**src/rtl/bin_to_bcd_seq.sv**
```systemverilog
// bin_to_bcd_seq: sequential shift-add-3 (double-dabble) binary-to-BCD converter.
// Accepts a WIDTH-bit value on a valid/ready handshake. It does one shift per cycle
// for WIDTH cycles, then registers the packed BCD result with a one-cycle bcd_valid strobe.
// Optional feature macro: LEADING_ZERO_BLANK_EN. When it is defined, digits above the
// most significant nonzero digit are replaced with the blank code 4'hF.
//
// state | meaning
// IDLE  | ready for a request, outputs held
// SHIFT | one add-3 / shift step per cycle, WIDTH steps in total
// DONE  | publish result, strobe bcd_valid, return to IDLE
module bin_to_bcd_seq #(
  parameter int WIDTH  = 16,
  parameter int DIGITS = 5
) (
  input  logic                  clock_100Mhz,
  input  logic                  reset,
  input  logic [WIDTH-1:0]      bin_in,
  input  logic                  bin_valid,
  output logic                  bin_ready,
  output logic [4*DIGITS-1:0]   bcd_out,
  output logic                  bcd_valid,
  output logic                  ovf_4dig
);

  localparam int SW = 4*DIGITS + WIDTH;
  localparam int CW = $clog2(WIDTH + 1);

  typedef enum logic [1:0] {
    IDLE  = 2'd0,
    SHIFT = 2'd1,
    DONE  = 2'd2
  } state_t;

  state_t          state;
  logic [SW-1:0]   shift_reg;
  logic [CW-1:0]   cnt;

  logic [4*DIGITS-1:0] bcd_field;
  logic [4*DIGITS-1:0] bcd_final;
  logic                ovf_next;

  // All BCD nibbles are adjusted in parallel before the shift; no inter-nibble carries occur.
  function automatic logic [SW-1:0] add3_shift(input logic [SW-1:0] r);
    logic [SW-1:0] t;
    t = r;
    for (int i = 0; i < DIGITS; i++) begin
      if (t[WIDTH + 4*i +: 4] >= 4'd5)
        t[WIDTH + 4*i +: 4] = t[WIDTH + 4*i +: 4] + 4'd3;
    end
    return {t[SW-2:0], 1'b0};
  endfunction

  // Result formatting: overflow flag from raw digits, optional leading-zero blanking.
  always_comb begin
    bcd_field = shift_reg[SW-1 -: 4*DIGITS];
    bcd_final = bcd_field;
    ovf_next  = 1'b0;
    for (int i = 4; i < DIGITS; i++) begin
      if (bcd_field[4*i +: 4] != 4'd0)
        ovf_next = 1'b1;
    end
`ifdef LEADING_ZERO_BLANK_EN
    begin
      logic seen;
      seen = 1'b0;
      for (int i = DIGITS-1; i >= 1; i--) begin
        if (bcd_field[4*i +: 4] != 4'd0)
          seen = 1'b1;
        if (!seen)
          bcd_final[4*i +: 4] = 4'hF;
      end
    end
`endif
  end

  // Control FSM with registered handshake and result outputs.
  always_ff @(posedge clock_100Mhz or posedge reset) begin
    if (reset) begin
      state     <= IDLE;
      shift_reg <= '0;
      cnt       <= '0;
      bin_ready <= 1'b1;
      bcd_out   <= '0;
      bcd_valid <= 1'b0;
      ovf_4dig  <= 1'b0;
    end else begin
      bcd_valid <= 1'b0;
      case (state)
        IDLE: begin
          if (bin_valid) begin
            shift_reg <= {{(4*DIGITS){1'b0}}, bin_in};
            cnt       <= '0;
            bin_ready <= 1'b0;
            state     <= SHIFT;
          end
        end
        SHIFT: begin
          shift_reg <= add3_shift(shift_reg);
          cnt       <= cnt + 1'b1;
          if (cnt == CW'(WIDTH - 1))
            state <= DONE;
        end
        DONE: begin
          bcd_out   <= bcd_final;
          ovf_4dig  <= ovf_next;
          bcd_valid <= 1'b1;
          bin_ready <= 1'b1;
          state     <= IDLE;
        end
        default: begin
          state     <= IDLE;
          bin_ready <= 1'b1;
        end
      endcase
    end
  end

endmodule

```
**config.mk**
```make
export PLATFORM = sky130hd
export DESIGN_NAME = bin_to_bcd_seq
export DESIGN_NICKNAME = d
export VERILOG_FILES = /design/src/rtl/bin_to_bcd_seq.sv
export SDC_FILE = /design/constraint.sdc
export NUM_CORES = 1
export LEC_CHECK = 0
export BUFFER_PORTS_ARGS = -buffer_cell sky130_fd_sc_hd__buf_2
export CAP_MARGIN = 20
export CORE_MARGIN = 2
export CORE_UTILIZATION = 40
export CTS_CLUSTER_DIAMETER = 150
export DETAILED_ROUTE_END_ITERATION = 10
export REMOVE_ABC_BUFFERS = 1
export SLEW_MARGIN = 20
export SYNTH_ARGS = -nofsm -noshare
export SYNTH_HDL_FRONTEND = slang
export SYNTH_SLANG_ARGS = --single-unit
```
**constraint.sdc**
```tcl
create_clock -name clock_100Mhz -period 4.9 [get_ports clock_100Mhz]
set_clock_uncertainty 0.05 [all_clocks]
set_input_delay 0.49 -clock clock_100Mhz [delete_from_list [all_inputs] [get_ports clock_100Mhz]]
set_output_delay 0.49 -clock clock_100Mhz [all_outputs]
set_load 0.05 [all_outputs]
```
Yosys cells after proc, flatten, opt, wreduce, memory -nomap -nowiden
Index checks and enable logic that the tools add are counted.

Bits of input ports: 19. Logic and storage cells: 46. Register bits after elaboration: 66.

Bitwise operators: 1. Reduce and logical (&&, ||, !) cells: 6. Add/sub/neg operators: 6. Equality and inequality tests: 5. Multiplexer cells: 16. Order comparisons: 5.

Operators with widths (count): $pmux 36 s2 (1); $mux 36 (1); $ge 4x3->1 const B (5); $add 4x2->4 const B (4); $mux 4 (4); $pmux 5 s2 (1); $reduce_and 2->1 (3); $add 5x1->5 const B (1); $eq 5x4->1 const B (1); $mux 5 (1); $mux 2 (2); $ne 2x2->1 const B (2); $pmux 2 s2 (1); $reduce_bool 4->1 (1); $add 3x2->3 const B (1); $mux 1 (3); $mux 3 (1); $eq 2x1->1 const B (1); $eq 2x2->1 const B (1); $logic_not 2->1 (1); $pmux 1 s2 (1); $reduce_bool 2->1 (1); $not 1->1 (1).

Depth between registers and ports, before layout
Gate-level depths: netlist (run 1).

Word-level depth: 3. Depth in mapped cells: 6. Depth with buffers taken out: 6.

Least setup slack after synthesis (run 1)
No wires, ideal clock.

Kind: flip-flop to flip-flop. From: reg shift_reg[16]. To: reg shift_reg[18]. Setup time: 0.121 ns. Arrival time: 1.275 ns. Slack: 3.454 ns. Period minus slack after synthesis: 1.446 ns. Stages on the path, launching flop included: 7. Buffers on the path: 0. Cells stage by stage: dfrtp_1 > inv_1 > ha_1 > nand2b_1 > a21oi_1 > mux2i_1 > a22o_1.

Cells in the longest elaborated chain, start to end: 3.

RTL lines: start: declaration (RTL line 35) `logic [SW-1:0] shift_reg;`; start signal: assignment (RTL line 91) `shift_reg <= {{(4*DIGITS){1'b0}}, bin_in};`; start signal: assignment (RTL line 98) `shift_reg <= add3_shift(shift_reg);`; $add 4x2->4 or $ge 4x3->1 (tied branches) (RTL line 48, 47); $mux 4 * (RTL line 47) `if (t[WIDTH + 4*i +: 4] >= 4'd5)`; $pmux 36 s2 * (RTL line 88) `case (state)`.

Every way passes the cells marked *; elsewhere a longest branch is shown, timed or not. A chain may end at the register's enable or synchronous reset.

Worst setup path in the final report (run 1)
From: reg state[0]. To: reg bcd_out[3].

Cells in the longest elaborated chain, start to end: 1.

RTL lines: start: declaration (RTL line 34) `state_t state;`; start signal: assignment (RTL line 79) `state <= IDLE;`; start signal: assignment (RTL line 94) `state <= SHIFT;`; start signal: assignment (RTL line 101) `state <= DONE;`; $eq 2x2->1 (RTL line 88); end signal: assignment (RTL line 104) `bcd_out <= bcd_final;`; end: declaration (RTL line 20) `output logic [4*DIGITS-1:0] bcd_out,`.

Every way passes these cells.

==> metrics, run 1 <==
Die X 92.0 um; R2R setup slack 2380 ps; post-synth cell types 35; grt total ovfl 0; first-pass GRT wire length 10.1 mm; Post-Place Cell Area 0.00336 mm^2; Synth Flop Type dfrtp_1; # port buffers 41; final hold viol count 0; post-layout minimum cycle time 2520 ps; Worst setup EP type register; maximum clock path buffer count 2; register area share after synthesis 53.4%; antenna violations before repair 0; Antenna Cells 0; DRC Markers 0; Setup violations, final 0; post-synthesis async set-or-reset flop share 100%; number of synthesized flops with an enable pin 0; count leader, synth dfrtp_1; post-CTS sizing 0; CP max FO 34; Detailed Routing Iterations Pass 1 4; Seq cells post-synth 66; Area Overhead vs Synth 15.6%; # nets final 357; pre-CTS setup slack 2330 ps; R2R cell count 3; reg2reg start state[0]$_DFFE_PP0P_; status finished clean; clock sink total 66; Final Non-Filler Cells 432; peak supply drop 0.000263 V; Iter 0 DRT Violations 127; setup_tns 0 ps; max reg flops 36; post-route cell area 0.00358 mm^2; dominant cells by area after synthesis dfrtp_1 53%, ha_1 5.3%, o21ai_0 5.0%; HPWL after DPL 3.67 mm; H-tree depth 3; row cnt 32; area leader, netlist dfrtp_1; CTS clk-pin slew, worst paths 80 ps; Critical Path RT 5070 ps; LEAKAGE 1.81 nW; Final WS setup 2380 ps; XOR/XNOR Fraction of Synth Area 1.70%; Fmax achieved 397 MHz; routability congestion estimate from global placement 0.706; RSZ-0062 raised after global routing no; Syn Area/Cell 10.8 um^2; Slew Limit Headroom 40.4%; main combinational cell family by area after synthesis compound AO/OA/AOI/OAI gates; Startpoint Class register; layout cells sized above 1 21.2%; total setup buffers inserted after CTS 0; simple-gate share of the synthesized area 11.8%; Wirelength per Cell 13.4 um; vias in the first global route 2119; Via density 5.06; critical path class register to register; Overall Power 2.30 mW; Die Ht 92.0 um; r2r endpoint bcd_out[3]$_DFFE_PP0P_; post-route ant nets 0; Num CTS Buffers 9; Die ar. 0.00846 mm^2; commonest cells in the netlist 65 x dfrtp_1, 31 x o21ai_0, 26 x nand2_1; maxcap violations 0; yosys warns 0; Total GRT Usage 15.1%; multiplexer share of the synthesized area 5.25%; share of the synthesized area in the top cell type 52.5%; Compound-Gate Fraction of Synth Area 18.1%; via count 2187; power density cells 643 mW/mm^2; worst skew pair latency 340 ps; Max Slew Vio Count 0; Worst-Margin Slew 894 ps; Tcrit/Tclk final 51.4%; clock root buffer clkbuf_8; adder-cell share of the synthesized area 5.25%; # IOs 42; Hold Buf Count CTS 0; final WL 5.80 mm; placed cell count 416; crit path DAT 2680 ps; Core ar. 0.00761 mm^2; Initial Utilization 40.7%; largest net degree at the start of global routing 67; mapped cell area 0.00310 mm^2; HP Class input pin to asynchronous set/reset pin; cells after synthesis 287; CTS tree done
-- area by class of cell --
cell class / instances / area, um^2
multi-input cells: 191 / 1300
fillers: 767 / 4030
inverters: 13 / 48.8
flip-flops and latches: 66 / 1650
well taps: 102 / 128
clock inverters: 5 / 77.6
clock buffers: 11 / 141
repair buffers: 44 / 228
-- layer usage --
metal  part of all wire [%]  up-vias  global-route usage, %
met5                      0        -                      0
met1                     51     1039                   21.1
met3                    3.8       10                   3.37
met2                     43       45                   22.2
met4                    2.2        0                   7.46
li1                       -     1093                      -
-- through the flow --
stage	utilization, %	hold slack, ps
floorplan	-	400
CTS	47.0	371
detailed placement	44.2	414
global route	47.0	405
global placement	44.2	408
finish	47.0	319
-- how the worst max path moves through the flow --
stage                              to            startpoint  cells after the start  slack [ps]
6_report       bcd_out[3]$_DFFE_PP0P_  state[0]$_DFFE_PP0P_                      3        2380
5_1_grt        bcd_out[3]$_DFFE_PP0P_  state[0]$_DFFE_PP0P_                      3        2110
4_1_cts        bcd_out[3]$_DFFE_PP0P_  state[0]$_DFFE_PP0P_                      3        2320
3_5_place_dp   bcd_out[3]$_DFFE_PP0P_  state[0]$_DFFE_PP0P_                      3        2330
3_3_place_gp   bcd_out[6]$_DFFE_PP0P_  state[0]$_DFFE_PP0P_                      3        2350
2_1_floorplan  bcd_out[0]$_DFFE_PP0P_                 reset                      1        2710
-- layout by cell type (no fill, tap or decap), types with 2 or more instances in the layout --
cell type and count:
nand2_1 26, o21ai_0 31, and3b_1 11, clkbuf_8 10, ha_1 13, xnor2_1 5
a22o_1 7, nor2b_1 5, dfrtp_1 65, clkinv_2 2, mux2i_1 5, o22ai_1 9
a22oi_1 4, a32o_1 5, a21oi_1 25, mux2_1 3, nor2_2 2, nand2b_1 8
nor3b_1 4, a21o_1 2, and2b_1 2, buf_4 3, mux2_2 7, o31ai_1 5
o21ai_1 4, inv_1 12, bufinv_16 2, buf_2 41
-- cells by family (layout without fill, tap and decap cells) --
group | count (synthesis) | after routing
flip-flops | 66 | 66
buffers and inverters | 30 | 73
adder cells (fa/ha/maj) | 13 | 13
XOR/XNOR | 6 | 6
multiplexers | 15 | 15
AO/OA/AOI/OAI | 93 | 93
AND/OR/NAND/NOR | 64 | 64
-- where the power goes --
part	internal [mW]	leakage, nW	switching, mW
Clock	0.299	0.109	0.207
Sequential	0.739	0.865	0.159
Combinational	0.372	0.833	0.523
-- worst max-delay path: stages (launching register included) --
cell and delay, ps:
dfrtp_1 910, nand2b_1 790, buf_4 300, mux2_1 330
No activity file was read; power rests on OpenSTA's default activity.
==> run 2: changes to the inputs <==
Clock period 4.9 ns to 2.4 ns, I/O delays scaled along.
==> run 2 against run 1 <==
Against the previous run: utilization increased by 0.67 points; non-clock buffer count increased by 5; fmax increased by 46%; worst setup slack got worse by 1700 ps; highest routed layer unchanged; register-to-register slack got worse by 1700 ps; global-route usage decreased by 0.26 points; clock power increased by 100%; final cell count increased by 1.2%; critical path depth unchanged; die area unchanged; critical path type unchanged; cell area increased by 1.4%.
==> metrics, run 2 (synthesis results as in run 1) <==
status finished clean; Num CTS Buffers 9; DRC Markers 0; Core ar. 0.00761 mm^2; layout cells sized above 1 22.4%; met2 usage 23.2%; Via density 5.11; Multi-input gate area 0.00130 mm^2; hold slack 138 ps; Post-Place Cell Area 0.00340 mm^2; vias in the first global route 2194; Seq. cell area 0.00165 mm^2; Tcrit/Tclk final 71.7%; # IOs 42; Final WS setup 678 ps; Hold Buf Count CTS 1; Slew Limit Headroom 49.7%; commonest non-fill, non-tap cell in the layout dfrtp_1; # nets final 362; clock root buffer clkbuf_8; first-pass GRT wire length 10.0 mm; HPWL after DPL 3.83 mm; met1 usage 20.1%; post-layout minimum cycle time 1720 ps; final hold viol count 0; row cnt 32; Clk pwr share 21.5%; routability congestion estimate from global placement 0.746; Final Non-Filler Cells 437; pre-CTS setup slack 681 ps; critical path class register to register; power density cells 1300 mW/mm^2; H-tree depth 3; Total GRT Usage 14.9%; GR peak layer met2; Initial Utilization 40.7%; Wirelength per Cell 13.3 um; Int Pwr 2.88 mW; hold depth 3; via count 2231; sw power 1.85 mW; Max Slew Vio Count 0; peak supply drop 0.000388 V; RSZ-0062 raised after global routing no; Overall Power 4.73 mW; Worst-Margin Slew 754 ps; # fillers 723; Net Sw Frac 39.1%; CP max FO 17; # port buffers 41; crit path DAT 1890 ps; worst skew pair latency 340 ps; placed cell count 420; largest net degree at the start of global routing 67; Die Ht 92.0 um; post-layout util 47.7%; Seq pwr share 38.1%; R2R cell count 3; Detailed Routing Iterations Pass 1 4; CTS tree done; total setup buffers inserted after CTS 0; HP Class input pin to register; Startpoint Class register; Die X 92.0 um; antenna violations before repair 0; post-CTS sizing 0; Setup violations, final 0; Worst setup EP type register; final WL 5.80 mm; setup_tns 0 ps; Area Overhead vs Synth 17.3%; Fmax achieved 581 MHz; max reg flops 36; Iter 0 DRT Violations 110; Antenna Cells 0; maxcap violations 0; most frequent cells in the layout 65 x dfrtp_1, 41 x buf_2, 31 x o21ai_0; post-route ant nets 0; CTS clk-pin slew, worst paths 70 ps; Critical Path RT 2570 ps; combinational share of power 40.3%; LEAKAGE 1.83 nW; Die ar. 0.00846 mm^2; met3 usage in global routing 3.12%; clock sink total 66; post-route cell area 0.00363 mm^2; grt total ovfl 0; maximum clock path buffer count 2
==> run 2: cell types whose count changed in the layout (fill, tap and decap cells not counted), sizes merged <==
cell and delta:
clkinvlp +1, clkbuf -2, dlygate4sd3 +1, clkinv +1, buf +4
==> run 2: metal layers <==
layer	wire, um	up-vias
met5	0	-
met2	2560	44
met4	95	0
li1	-	1101
met3	226	8
met1	2920	1078
==> run 2: cell type report <==
| cell class | instances | share of cell area (%) |
|---|---|---|
| clock inverter | 7 | 2.59 |
| timing repair buffer | 49 | 7.72 |
| multi-input combinational | 191 | 35.9 |
| sequential | 66 | 45.5 |
| inverter | 13 | 1.34 |
| clock buffer | 9 | 3.41 |
| tap | 102 | 3.52 |
==> run 2: worst paths after layout <==
kind	startpoint	endpoint	slack [ps]
min in group asynchronous	reset	bcd_out[18]$_DFFE_PP0P_	440
max reg2reg	state[1]$_DFFE_PP0P_	shift_reg[19]$_DFFE_PP0P_	680
min reg2reg	bcd_out[8]$_DFFE_PP0P_	bcd_out[8]$_DFFE_PP0P_	420
min	bin_in[4]	shift_reg[4]$_DFFE_PP0P_	140
max in group asynchronous	reset	bin_ready$_DFFE_PP1P_	1520
max	state[1]$_DFFE_PP0P_	shift_reg[19]$_DFFE_PP0P_	680
==> run 2: power groups by stage <==
stage / combinational (mW) / sequential (mW) / clock, mW
3_3_place_gp: 1.88 / 1.81 / 0
6_report: 1.91 / 1.80 / 1.02
2_1_floorplan: 1.19 / 2.06 / 0
5_1_grt: 2.14 / 1.86 / 1.10
4_1_cts: 1.93 / 1.80 / 1.05
3_5_place_dp: 1.93 / 1.82 / 0
==> run 2: critical path, stage by stage, from the launching register on <==
cell	delay, ps
dfrtp_1	580
nand2b_1	610
o31ai_1	140
a32o_1	220
==> run 3: changes to the inputs <==
Settings changed: ABC_AREA set to 1.
Clock period 2.4 ns to 1.5 ns, I/O delays scaled along.
==> run 3 against run 2 <==
Against the previous run: flip-flop and latch count stayed put; combinational power is 81% higher; total power is 64% higher.
==> metrics, run 3 <==
status finished clean; CTS tree done; Synth Flop Type dfrtp_1; post-route cell area 0.00381 mm^2; Antenna Cells 0; maximum clock path buffer count 2; hold slack 233 ps; HPWL after DPL 4.11 mm; yosys warns 0; Critical Path RT 1680 ps; critical path class register to register; CP max FO 5; DRC Markers 0; register area share after synthesis 51.7%; number of synthesized flops with an enable pin 0; HP Class input pin to register; final WL 6.33 mm; H-tree depth 3; peak supply drop 0.000785 V; Seq cells post-synth 66; Max Slew Vio Count 0; Syn Area/Cell 8.60 um^2; Total GRT Usage 16.1%; row cnt 32; routability congestion estimate from global placement 0.772; clock root buffer clkbuf_8; LEAKAGE 1.96 nW; Seq. cell area 0.00165 mm^2; Worst Setup SP shift_reg[28]$_DFFE_PP0P_; share of the synthesized area in the top cell type 50.9%; Startpoint Class register; commonest non-fill, non-tap cell in the layout nand2_1; # IOs 42; Detailed Routing Iterations Pass 1 4; Worst setup EP type register; crit path DAT 1520 ps; mapped cell area 0.00320 mm^2; vias in the first global route 2453; Setup violations, final 0; Via density 4.77; Initial Utilization 41.4%; Post-Place Cell Area 0.00345 mm^2; post-layout minimum cycle time 1340 ps; maxcap violations 0; grt total ovfl 0; Slew Limit Headroom 72.8%; Die X 93.4 um; via count 2578; Wirelength per Cell 11.7 um; power density cells 2030 mW/mm^2; total setup buffers inserted after CTS 0; RSZ-0062 raised after global routing no; post-route ant nets 0; Area Overhead vs Synth 19.1%; Final Non-Filler Cells 540; post-synthesis async set-or-reset flop share 100%; CTS clk-pin slew, worst paths 70 ps; placed cell count 507; Fmax achieved 745 MHz; clock sink total 66; Worst-Margin Slew 408 ps; area leader, netlist dfrtp_1; final hold viol count 0; post-synth cell types 26; # nets final 465; count leader, synth nand2_1; max reg flops 36; Num CTS Buffers 9; most frequent cells in the layout 131 x nand2_1, 65 x dfrtp_1, 41 x buf_2; worst skew pair latency 340 ps; Core ar. 0.00773 mm^2; # fillers 750; Iter 0 DRT Violations 104; # port buffers 41; commonest cells in the netlist 131 x nand2_1, 65 x dfrtp_1, 40 x nand3_1; Multi-input gate area 0.00128 mm^2; antenna violations before repair 0; layout cells sized above 1 16.7%; Tcrit/Tclk final 89.5%; Die Ht 93.4 um; reg2reg start shift_reg[28]$_DFFE_PP0P_; cells after synthesis 372; Die ar. 0.00873 mm^2; first-pass GRT wire length 11.0 mm; Hold Crit Start bin_valid; dominant cells by area after synthesis dfrtp_1 51%, nand2_1 15%, nand3_1 6.3%; largest net degree at the start of global routing 67
## run 3: cell count changes after synthesis, moves of 8 or more
cell / change
nand2_1: +105
nand2b_1: -8
nand3_1: +39
inv_1: +18
a21oi_1: -25
nand4_1: +12
nor2_1: +13
and3b_1: -11
## run 3: metal layers
metal	wire length [um]	global-route usage [%]
met5	0	0
met2	2980	26.4
met1	3060	20.2
met3	249	5.32
met4	40	4.41
## run 3: cells by family (layout without fill, tap and decap cells)
kind of cell    after synthesis  in the layout  share of synthesized area, %
compound gates               44             44                          7.47
fa+ha+maj                    13             13                          5.09
buf+inv                      46            112                          8.33
flops                        66             66                          51.7
simple gates                203            203                          27.4
## run 3: report_power, final
group	switching, mW	internal (mW)	total, mW	leakage, nW
sequential	0.458	2.47	2.93	0.820
clock	0.627	0.732	1.36	0.0965
combinational	2.32	1.13	3.45	1.04
## run 3: final cells by class
| type | instances | area share, % |
|---|---|---|
| clock buffers | 14 | 4.54 |
| clock inverters | 2 | 0.263 |
| inverters | 34 | 3.55 |
| multi-input cells | 260 | 33.6 |
| flip-flops and latches | 66 | 43.4 |
| well taps | 102 | 3.35 |
| repair buffers | 62 | 11.3 |
## run 3: worst max-delay path, cell delays in order (launching register included)
cell	delay [ps]
dfrtp_1	420
inv_1	110
ha_1	220
inv_1	70
nand2_1	90
nand3_1	110
nand2_1	60
nand3_1	60
nand2_1	50
## run 3: path summary, 6_finish.rpt
kind | endpoint | slack [ps] | cells past startpoint
worst max register to register | shift_reg[29]$_DFFE_PP0P_ | 160 | 8
max in group asynchronous | bin_ready$_DFFE_PP1P_ | 710 | 4
worst max-delay path | shift_reg[29]$_DFFE_PP0P_ | 160 | 8
worst min register to register | shift_reg[0]$_DFFE_PP0P_ | 420 | 2
worst min-delay path | bin_ready$_DFFE_PP1P_ | 230 | 4
min in group asynchronous | shift_reg[25]$_DFFE_PP0P_ | 380 | 4
## run 3: per-stage QoR
stage	setup slack (ps)	total power, mW	util (%)	setup TNS (ps)
2_1_floorplan	-353	5.55	-	-22950
3_3_place_gp	195	6.32	44.7	0
3_5_place_dp	152	6.40	44.7	0
4_1_cts	140	7.85	49.3	0
5_1_grt	21.5	8.51	49.3	0
6_report	158	7.74	49.3	0
## run 3: what timing repair did
item                                   in CTS  in global routing
resized for setup                           0                  1
endpoints found under the hold margin      81                  0
hold buffers                               17                  0
setup endpoints to repair                   0                  1
